`config.mk`:
```
export PLATFORM = sky130hd
export DESIGN_NAME = keypad_scanner_flat
export DESIGN_NICKNAME = d
export VERILOG_FILES = /design/src/rtl/keypad_pkg.sv /design/src/rtl/keypad_scanner_if.sv /design/src/rtl/keypad_scanner_sync_2ff.sv /design/src/rtl/keypad_scanner.sv /design/src/flat_wrapper.sv
export SDC_FILE = /design/constraint.sdc
export NUM_CORES = 1
export LEC_CHECK = 0
export CORE_ASPECT_RATIO = 0.6
export CORE_UTILIZATION = 40
export CTS_CLUSTER_DIAMETER = 60
export CTS_CLUSTER_SIZE = 25
export DETAILED_ROUTE_END_ITERATION = 6
export PLACE_DENSITY = 0.67
export RECOVER_POWER = 100
export SETUP_SLACK_MARGIN = 0.02
export SYNTH_ARGS = -nofsm -noshare
export SYNTH_HDL_FRONTEND = slang
export SYNTH_HIERARCHICAL = 1
export SYNTH_SLANG_ARGS = --single-unit
```
`constraint.sdc`:
```
create_clock -name clk -period 2.2 [get_ports clk]
set_clock_uncertainty 0.15 [all_clocks]
set_input_delay 0.55 -clock clk [delete_from_list [all_inputs] [get_ports clk]]
set_output_delay 0.55 -clock clk [all_outputs]
set_load 0.01 [all_outputs]
```
`src/rtl/keypad_pkg.sv`:
```
// Shared types and constants for the 4x4 keypad scanner: FSM state encoding,
// the row/column to hex key map and small row-decoding helpers.
package keypad_pkg;

    typedef enum logic [1:0] {
        SCAN    = 2'd0,
        LOCK    = 2'd1,
        RELEASE = 2'd2
    } scan_state_t;

    localparam logic [3:0] COL_RESET = 4'b0001;

    // Indexed KEY_MAP[row][col]; the leftmost group is row 3, the rightmost nibble of a group is col 0.
    localparam logic [3:0][3:0][3:0] KEY_MAP = {
        {4'hD, 4'hF, 4'h0, 4'hE},
        {4'hC, 4'h9, 4'h8, 4'h7},
        {4'hB, 4'h6, 4'h5, 4'h4},
        {4'hA, 4'h3, 4'h2, 4'h1}
    };

    function automatic logic [1:0] first_row(input logic [3:0] rows);
        if (rows[0])      return 2'd0;
        else if (rows[1]) return 2'd1;
        else if (rows[2]) return 2'd2;
        else              return 2'd3;
    endfunction

    function automatic logic multi_row(input logic [3:0] rows);
        return (rows & (rows - 4'd1)) != 4'd0;
    endfunction

endpackage

```
`src/rtl/keypad_scanner_if.sv`:
```
// Keypad-side bundle: raw rows in, column drive plus synchronised rows and locked key out.
interface keypad_scanner_if;
    logic [3:0] row_raw;
    logic [3:0] col;
    logic [3:0] q_row_keys;
    logic [3:0] hex_R_out;
    logic       key_valid;

    modport master (
        output row_raw,
        input  col,
        input  q_row_keys,
        input  hex_R_out,
        input  key_valid
    );

    modport slave (
        input  row_raw,
        output col,
        output q_row_keys,
        output hex_R_out,
        output key_valid
    );
endinterface

```
`src/rtl/keypad_scanner_sync_2ff.sv`:
```
// Two-flop synchroniser for the asynchronous keypad row lines; reset clears both stages.
module sync_2ff #(
    parameter int W = 4
) (
    input  logic         clk,
    input  logic         reset,
    input  logic [W-1:0] d,
    output logic [W-1:0] q
);
    logic [W-1:0] meta_q, meta_d;
    logic [W-1:0] sync_q, sync_d;

    always_comb begin
        meta_d = d;
        sync_d = meta_q;
    end

    always_ff @(posedge clk) begin
        if (reset) begin
            meta_q <= '0;
            sync_q <= '0;
        end else begin
            meta_q <= meta_d;
            sync_q <= sync_d;
        end
    end

    assign q = sync_q;
endmodule

```
`src/rtl/keypad_scanner.sv`:
```
// 4x4 keypad column scanner: one-hot column drive, row synchronisation, lock on key and quiet-dwell release.
// Optional build macro MULTI_KEY_REJECT_EN: ignore a column whose rows show more than one pressed key.
module keypad_scanner
    import keypad_pkg::*;
#(
    parameter int SCAN_DIV = 1200
) (
    input  logic             clk,
    input  logic             reset,
    keypad_scanner_if.slave  kp
);
    localparam int CNT_W = $clog2(SCAN_DIV);
    localparam logic [CNT_W-1:0] TERM_VAL = CNT_W'(SCAN_DIV - 1);

    scan_state_t      state_q, state_d;
    logic [CNT_W-1:0] cnt_q, cnt_d;
    logic [1:0]       col_idx_q, col_idx_d;
    logic [3:0]       col_q, col_d;
    logic [3:0]       hex_q, hex_d;
    logic             key_valid_q, key_valid_d;

    logic [3:0]       rows;
    logic             term;
    logic             key_seen;
    logic [1:0]       row_idx;

    sync_2ff #(.W(4)) u_row_sync (
        .clk   (clk),
        .reset (reset),
        .d     (kp.row_raw),
        .q     (rows)
    );

    assign term    = (cnt_q == TERM_VAL);
    assign row_idx = first_row(rows);

`ifdef MULTI_KEY_REJECT_EN
    assign key_seen = (rows != 4'd0) && !multi_row(rows);
`else
    assign key_seen = (rows != 4'd0);
`endif

    always_comb begin
        state_d   = state_q;
        cnt_d     = cnt_q;
        col_idx_d = col_idx_q;
        col_d     = col_q;
        hex_d     = hex_q;

        unique case (state_q)
            SCAN: begin
                if (term) begin
                    cnt_d = '0;
                    if (key_seen) begin
                        state_d = LOCK;
                        hex_d   = KEY_MAP[row_idx][col_idx_q];
                    end else begin
                        col_idx_d = col_idx_q + 2'd1;
                        col_d     = {col_q[2:0], col_q[3]};
                    end
                end else begin
                    cnt_d = cnt_q + CNT_W'(1);
                end
            end
            LOCK: begin
                cnt_d = '0;
                if (rows == 4'd0) state_d = RELEASE;
            end
            RELEASE: begin
                // Any row activity during the quiet dwell re-locks without relatching the key code.
                if (rows != 4'd0) begin
                    state_d = LOCK;
                    cnt_d   = '0;
                end else if (term) begin
                    state_d   = SCAN;
                    cnt_d     = '0;
                    col_idx_d = col_idx_q + 2'd1;
                    col_d     = {col_q[2:0], col_q[3]};
                end else begin
                    cnt_d = cnt_q + CNT_W'(1);
                end
            end
            default: begin
                state_d = SCAN;
                cnt_d   = '0;
            end
        endcase

        key_valid_d = (state_d == LOCK);
    end

    always_ff @(posedge clk) begin
        if (reset) begin
            state_q     <= SCAN;
            cnt_q       <= '0;
            col_idx_q   <= 2'd0;
            col_q       <= COL_RESET;
            hex_q       <= 4'h0;
            key_valid_q <= 1'b0;
        end else begin
            state_q     <= state_d;
            cnt_q       <= cnt_d;
            col_idx_q   <= col_idx_d;
            col_q       <= col_d;
            hex_q       <= hex_d;
            key_valid_q <= key_valid_d;
        end
    end

    assign kp.col        = col_q;
    assign kp.q_row_keys = rows;
    assign kp.hex_R_out  = hex_q;
    assign kp.key_valid  = key_valid_q;
endmodule

```
`src/flat_wrapper.sv`:
```
// flat-port wrapper written by rule: the top's interface ports become plain ports
module keypad_scanner_flat import keypad_pkg::*;
#(
    parameter int SCAN_DIV = 1200
)
  (clk, reset, kp_row_raw, kp_col, kp_q_row_keys, kp_hex_R_out, kp_key_valid);
  keypad_scanner_if kp_i ();
  input  logic clk;
  input  logic reset;
  input wire logic [$bits(kp_i.row_raw)-1:0] kp_row_raw;
  output wire logic [$bits(kp_i.col)-1:0] kp_col;
  output wire logic [$bits(kp_i.q_row_keys)-1:0] kp_q_row_keys;
  output wire logic [$bits(kp_i.hex_R_out)-1:0] kp_hex_R_out;
  output wire logic [$bits(kp_i.key_valid)-1:0] kp_key_valid;
  assign kp_i.row_raw = kp_row_raw;
  assign kp_col = kp_i.col;
  assign kp_q_row_keys = kp_i.q_row_keys;
  assign kp_hex_R_out = kp_i.hex_R_out;
  assign kp_key_valid = kp_i.key_valid;
  keypad_scanner #(.SCAN_DIV(SCAN_DIV)) u_core (.clk(clk), .reset(reset), .kp(kp_i));
endmodule
```
# Word level (Yosys, flattened, before mapping)
# Index checks and enable logic that the tools add are counted.
# W data, S select, Z words.
dict set report op_classes {
  n_addsub 2
  n_lt_le_gt_ge 2
  n_eq_ne 8
  muxes 26
  reduce_logical 6
}
# operator count
set op_table {}
lappend op_table {{$bmux W16 S2} 1}
lappend op_table {{$mux W11} 2}
lappend op_table {{$mux W2} 11}
lappend op_table {{$pmux W11 S2} 1}
lappend op_table {{$mux W4} 5}
lappend op_table {{$mux W16} 1}
lappend op_table {{$add A11 B1 Y11 const B} 1}
lappend op_table {{$eq A11 B11 Y1 const B} 1}
lappend op_table {{$bmux W4 S2} 1}
lappend op_table {{$pmux W4 S2} 1}
lappend op_table {{$lt A2 B3 Y1 const B} 2}
lappend op_table {{$pmux W2 S3} 1}
lappend op_table {{$reduce_and A5 Y1} 1}
lappend op_table {{$eq A2 B1 Y1 const B} 2}
lappend op_table {{$logic_not A4 Y1} 1}
lappend op_table {{$ne A2 B1 Y1 const B} 2}
lappend op_table {{$ne A2 B2 Y1 const B} 2}
lappend op_table {{$pmux W2 S2} 1}
lappend op_table {{$reduce_bool A4 Y1} 1}
lappend op_table {{$reduce_and A3 Y1} 1}
lappend op_table {{$add A2 B1 Y2 const B} 1}
lappend op_table {{$eq A2 B2 Y1 const B} 1}
lappend op_table {{$logic_not A2 Y1} 1}
lappend op_table {{$reduce_bool A2 Y1} 1}
lappend op_table {{$mux W1} 1}
dict set report word_totals {
  register_bits 32
  inputBits 6
  out_inout_bits 13
  elab_cells 52
}

# Logic depth before layout (Yosys ltp)
dict set report logic_depth {
  depth_word 7
  mapped_depth 6
  depth_no_buf 5
}

# By module
# Netlist, hierarchy kept.
# mod n_inst cells_each area_per_inst_um2 seq_area_each_um2
set modules_own_cells {}
lappend modules_own_cells {keypad_scanner 1 135 1128.6 480.5}
lappend modules_own_cells {sync_2ff 1 16 210.2 160.2}

# Least setup slack after synthesis
# Ideal clock, no wire load.
dict set report synth_timing {
  path_type {register to register}
  from {reg u_core.u_row_sync.sync_q[1], in the netlist u_core/u_row_sync/q[1]}
  to {reg u_core.col_idx_q[1]}
  setup_ps 71
  t_arrival_ps 1716
  required_ps 1979
  path_slack_ps 263
  stages_incl_launch_ff 6
  n_path_buf 2
  period_less_slack_ps 1937
  cell_sequence {dfxtp_1 > buf_4 > or4_4 > buf_6 > or4_1 > a21oi_1}
}
dict set report synth_between {
  elab_chain_cells 3
  elab_cells_between_ends 4
  classes_between {2 x eq/ne; 2 x reduce/logical}
}
# element line_no
set synth_lines {}
lappend synth_lines {{start: declaration} keypad_scanner_sync_2ff.sv:11} ;# logic [W-1:0] sync_q, sync_d;
lappend synth_lines {{start signal: assignment} keypad_scanner_sync_2ff.sv:24} ;# sync_q <= sync_d;
lappend synth_lines {{$reduce_bool A4 Y1 (*)} {keypad_scanner.sv:40, keypad_scanner.sv:71}}
lappend synth_lines {{$ne A2 B2 Y1 (no source line)} n/a}
lappend synth_lines {{$reduce_and A5 Y1 (no source line) (*)} n/a}
lappend synth_lines {{end signal: assignment} keypad_scanner.sv:103} ;# col_idx_q <= col_idx_d;
lappend synth_lines {{end: declaration} keypad_scanner.sv:17} ;# logic [1:0] col_idx_q, col_idx_d;
# Mark *: on every way between the ends. The rest lies on a longest branch, timed or not.
# A chain may end at the register's enable or synchronous reset.

# Worst setup path in the final report
dict set report layout_timing {
  from {reg u_core.u_row_sync.sync_q[2], in the netlist u_core/u_row_sync/q[2]}
  to {out kp_q_row_keys[2]}
}
# element line_no
set layout_rtl {}
lappend layout_rtl {{end: declaration} flat_wrapper.sv:12} ;# output wire logic [$bits(kp_i.q_row_keys)-1:0] kp_q_row_keys;
# No word-level cell between the ends.

==> results.md <==
- GRT overflow: 0
- Crit Path Category: reg -> out
- VDD IR max: 442 uV
- CTS root buffer: clkbuf_8
- Final Net Count: 179
- Critical path's top delay family: buffers and inverters
- Core area: between 3000 and 4000 um2
- Die W: ~77 um
- Max Fclk: 481 MHz
- Post-DRT Antenna Nets: 0
- Period utilization: 94.4%
- Tot Pwr: 1.28 mW
- DP HPWL: around 2.1 mm
- Cell Area, Synth: 1340 um2
- Outcome: complete, no violations
- Net Count, Synth: 158
- Hold Path Depth: 1
- Post-CTS Resized: 0
- Pleak: 0.623 nW
- Vias per cell: roughly 5.3
- Worst path required time: 1500 ps
- Max Cap Violations: 0
- CTS max path bufs: 2
- Worst path depth: 1
- Sequential share of the synthesized area: between 40 and 50%
- Initial core utilization: ~44%
- Syn avg cell area: 8.87 um2
- Worst skew pair latency: 290 ps
- Diode count: 0
- Clock-pin slew on the worst setup and hold paths: about 70 ps
- Vias: 1136
- Port buffer count: 18
- Pin count of the biggest net entering global routing: 12
- GP Congestion: between 0.7 and 0.8
- CTS tree: done
- DRC violations left: 0
- Pre-antenna DRT Iters: 4
- Post-synthesis register bit count: 32
- Fraction of registers with async set/reset: 0%
- Final hold slack: 290 ps
- WL final: just under 3 mm
- Critical Path Sink Type: output pin
- I/O Pins: 19
- Synth Instances: about 150
- EDFF count, synth: 0
- First-pass GRT wire length: 4.78 mm
- Yosys top cell area share: 47.9%
- Worst Setup SP: u_core/u_row_sync/q[2]
- CTS Sinks: 32
- Main area contributors after synthesis: dfxtp_1 (48%), nor2_1 (5.3%), a21oi_1 (4.9%)
- Crit-path cells: clkdlybuf4s50_1
- Worst Slack Setup Final: 123 ps
- Setup Buffers After CTS: 0
- Pin slew with the least headroom to its limit: 457 ps
- Crit start category: flip-flop
- Final Hold Violating Endpoints: 0
- Ys Warns: 6
- Chip height: 46.8 um
- Max-slew violations: 0
- Buffers & Inverters on Critical Path: 1
- Share of cells above drive strength 1: between 6 and 7%
- Row cnt: 15
- Hold Crit Class: reg -> reg
- # setup viols final: 0
- Avg WL per Cell: roughly 14 um
- H-tree depth: 2
- Max FO, Critical Path: 8
- Flop-to-flop setup slack: around 200 ps
- R2r startpoint: u_core/u_row_sync/q[0]
- Final TNS setup: 0 ps
- Layout area overhead: 25.0%
- Unrepaired setup endpoints after global routing: no
- Place WS: about 220 ps
- Die Area: 3590 um2
- Worst Reg-to-Reg Cells: 3
- Max stage delay on crit path: 610 ps
- Synth Flop Type: dfxtp_1
- Synth unique cells: 36
- # hold bufs at CTS: 0
- Vias in the first global route: 1036
- Inserted Clock Buffers: 5
- Non-filler instance count after layout: 215
- Area leader, netlist: dfxtp_1
- Critical path data arrival time: 1380 ps
- Min-delay src: u_core/u_row_sync/meta_q[1]
- Initial antenna violation count: 0
- DR iter-0 viols: 112
- Max_slew headroom: 69.5%
- Power per cell area: 767 nW/um2
- Shortest period the worst path allows: 2080 ps
- Crit-path slowest cell: clkdlybuf4s50_1
- Placed cell count: 207
- GRT Total Usage: 18.3%
worst reg2reg max path, stage by stage, from the launching register on:
cell,delay (ps)
dfxtp_2,380
or4_1,730
or4_1,530
a21oi_1,140
metal layers:
layer,vias to the layer above,global-route usage (%),routed length (um)
li1,568,-,-
met1,537,24.0,1540
met2,25,28.4,1270
met3,6,4.85,115
met4,0,10.8,53
met5,-,0,0
registers in the layout, summed over array words and instances, names as in the netlist:
name,count
u_core/cnt_q,11
u_core/kp.col,4
u_core/kp.hex_R_out,4
u_core/u_row_sync/meta_q,4
u_core/u_row_sync/q,4
u_core/col_idx_q,2
u_core/state_q,2
u_core/kp.key_valid,1
worst paths after layout:
path,end
worst min-delay path,u_core/u_row_sync/q[1]
worst min register to register,u_core/u_row_sync/q[1]
worst max-delay path,kp_q_row_keys[2]
worst max register to register,u_core/col_idx_q[1]
cells in the mapped netlist (2+ instances only):
library cell and instances:
and4_1 2, and3_1 3, nor4_1 3, nand3_1 6, a21oi_1 13, dfxtp_1 32, inv_1 2, nor2b_1 9
nor2_1 19, nand4_1 2, nor3b_1 2, o21ai_0 12, nor3_1 2, nand2_1 9, xnor2_1 6, xor2_1 5
buf_6 2, clkbuf_1 4
area by class of cell:
type | count | area [um2]
Clock buffer | 7 | 96.3
Clock inverter | 1 | 30.0
Fill cell | 292 | 1350
Inverter | 2 | 7.51
Multi-Input combinational cell | 109 | 644
Sequential cell | 32 | 643
Tap cell | 42 | 52.6
Timing Repair Buffer | 22 | 199
power by group:
group	total, mW	switching (mW)	internal [mW]
sequential	0.603	0.0114	0.592
clock	0.614	0.215	0.399
combinational	0.0664	0.0362	0.0302
total	1.28	0.263	1.02
layout by cell type, fill, tap and decap left out, types with 5 or more instances in the layout:
master,instances
nand2_1,9
o21ai_0,12
dfxtp_1,30
a21oi_1,13
clkbuf_8,7
dlygate4sd3_1,13
nor2_1,19
nand3_1,6
nor2b_1,9
xnor2_1,6
clkdlybuf4s50_1,5
xor2_1,5
cells by family after synthesis:
group / count (synthesis) / share of synthesized area, %
DFF: 32 / 47.9
adders and majority gates: 1 / 0.934
AOI/OAI and AO/OA: 32 / 13.6
muxes: 1 / 0.748
and+or+nand+nor: 64 / 25.5
buffers and inverters: 10 / 4.21
xor gates and xnor gates: 11 / 7.20
metrics by stage:
step	instance area, um2	utilization (%)
after detailed placement	1550	51.4
after global routing	1670	55.4
after global placement	1550	51.4
after floorplan	1340	-
final	1670	55.4
after CTS	1680	55.6
(Power assumes the default switching activity.)
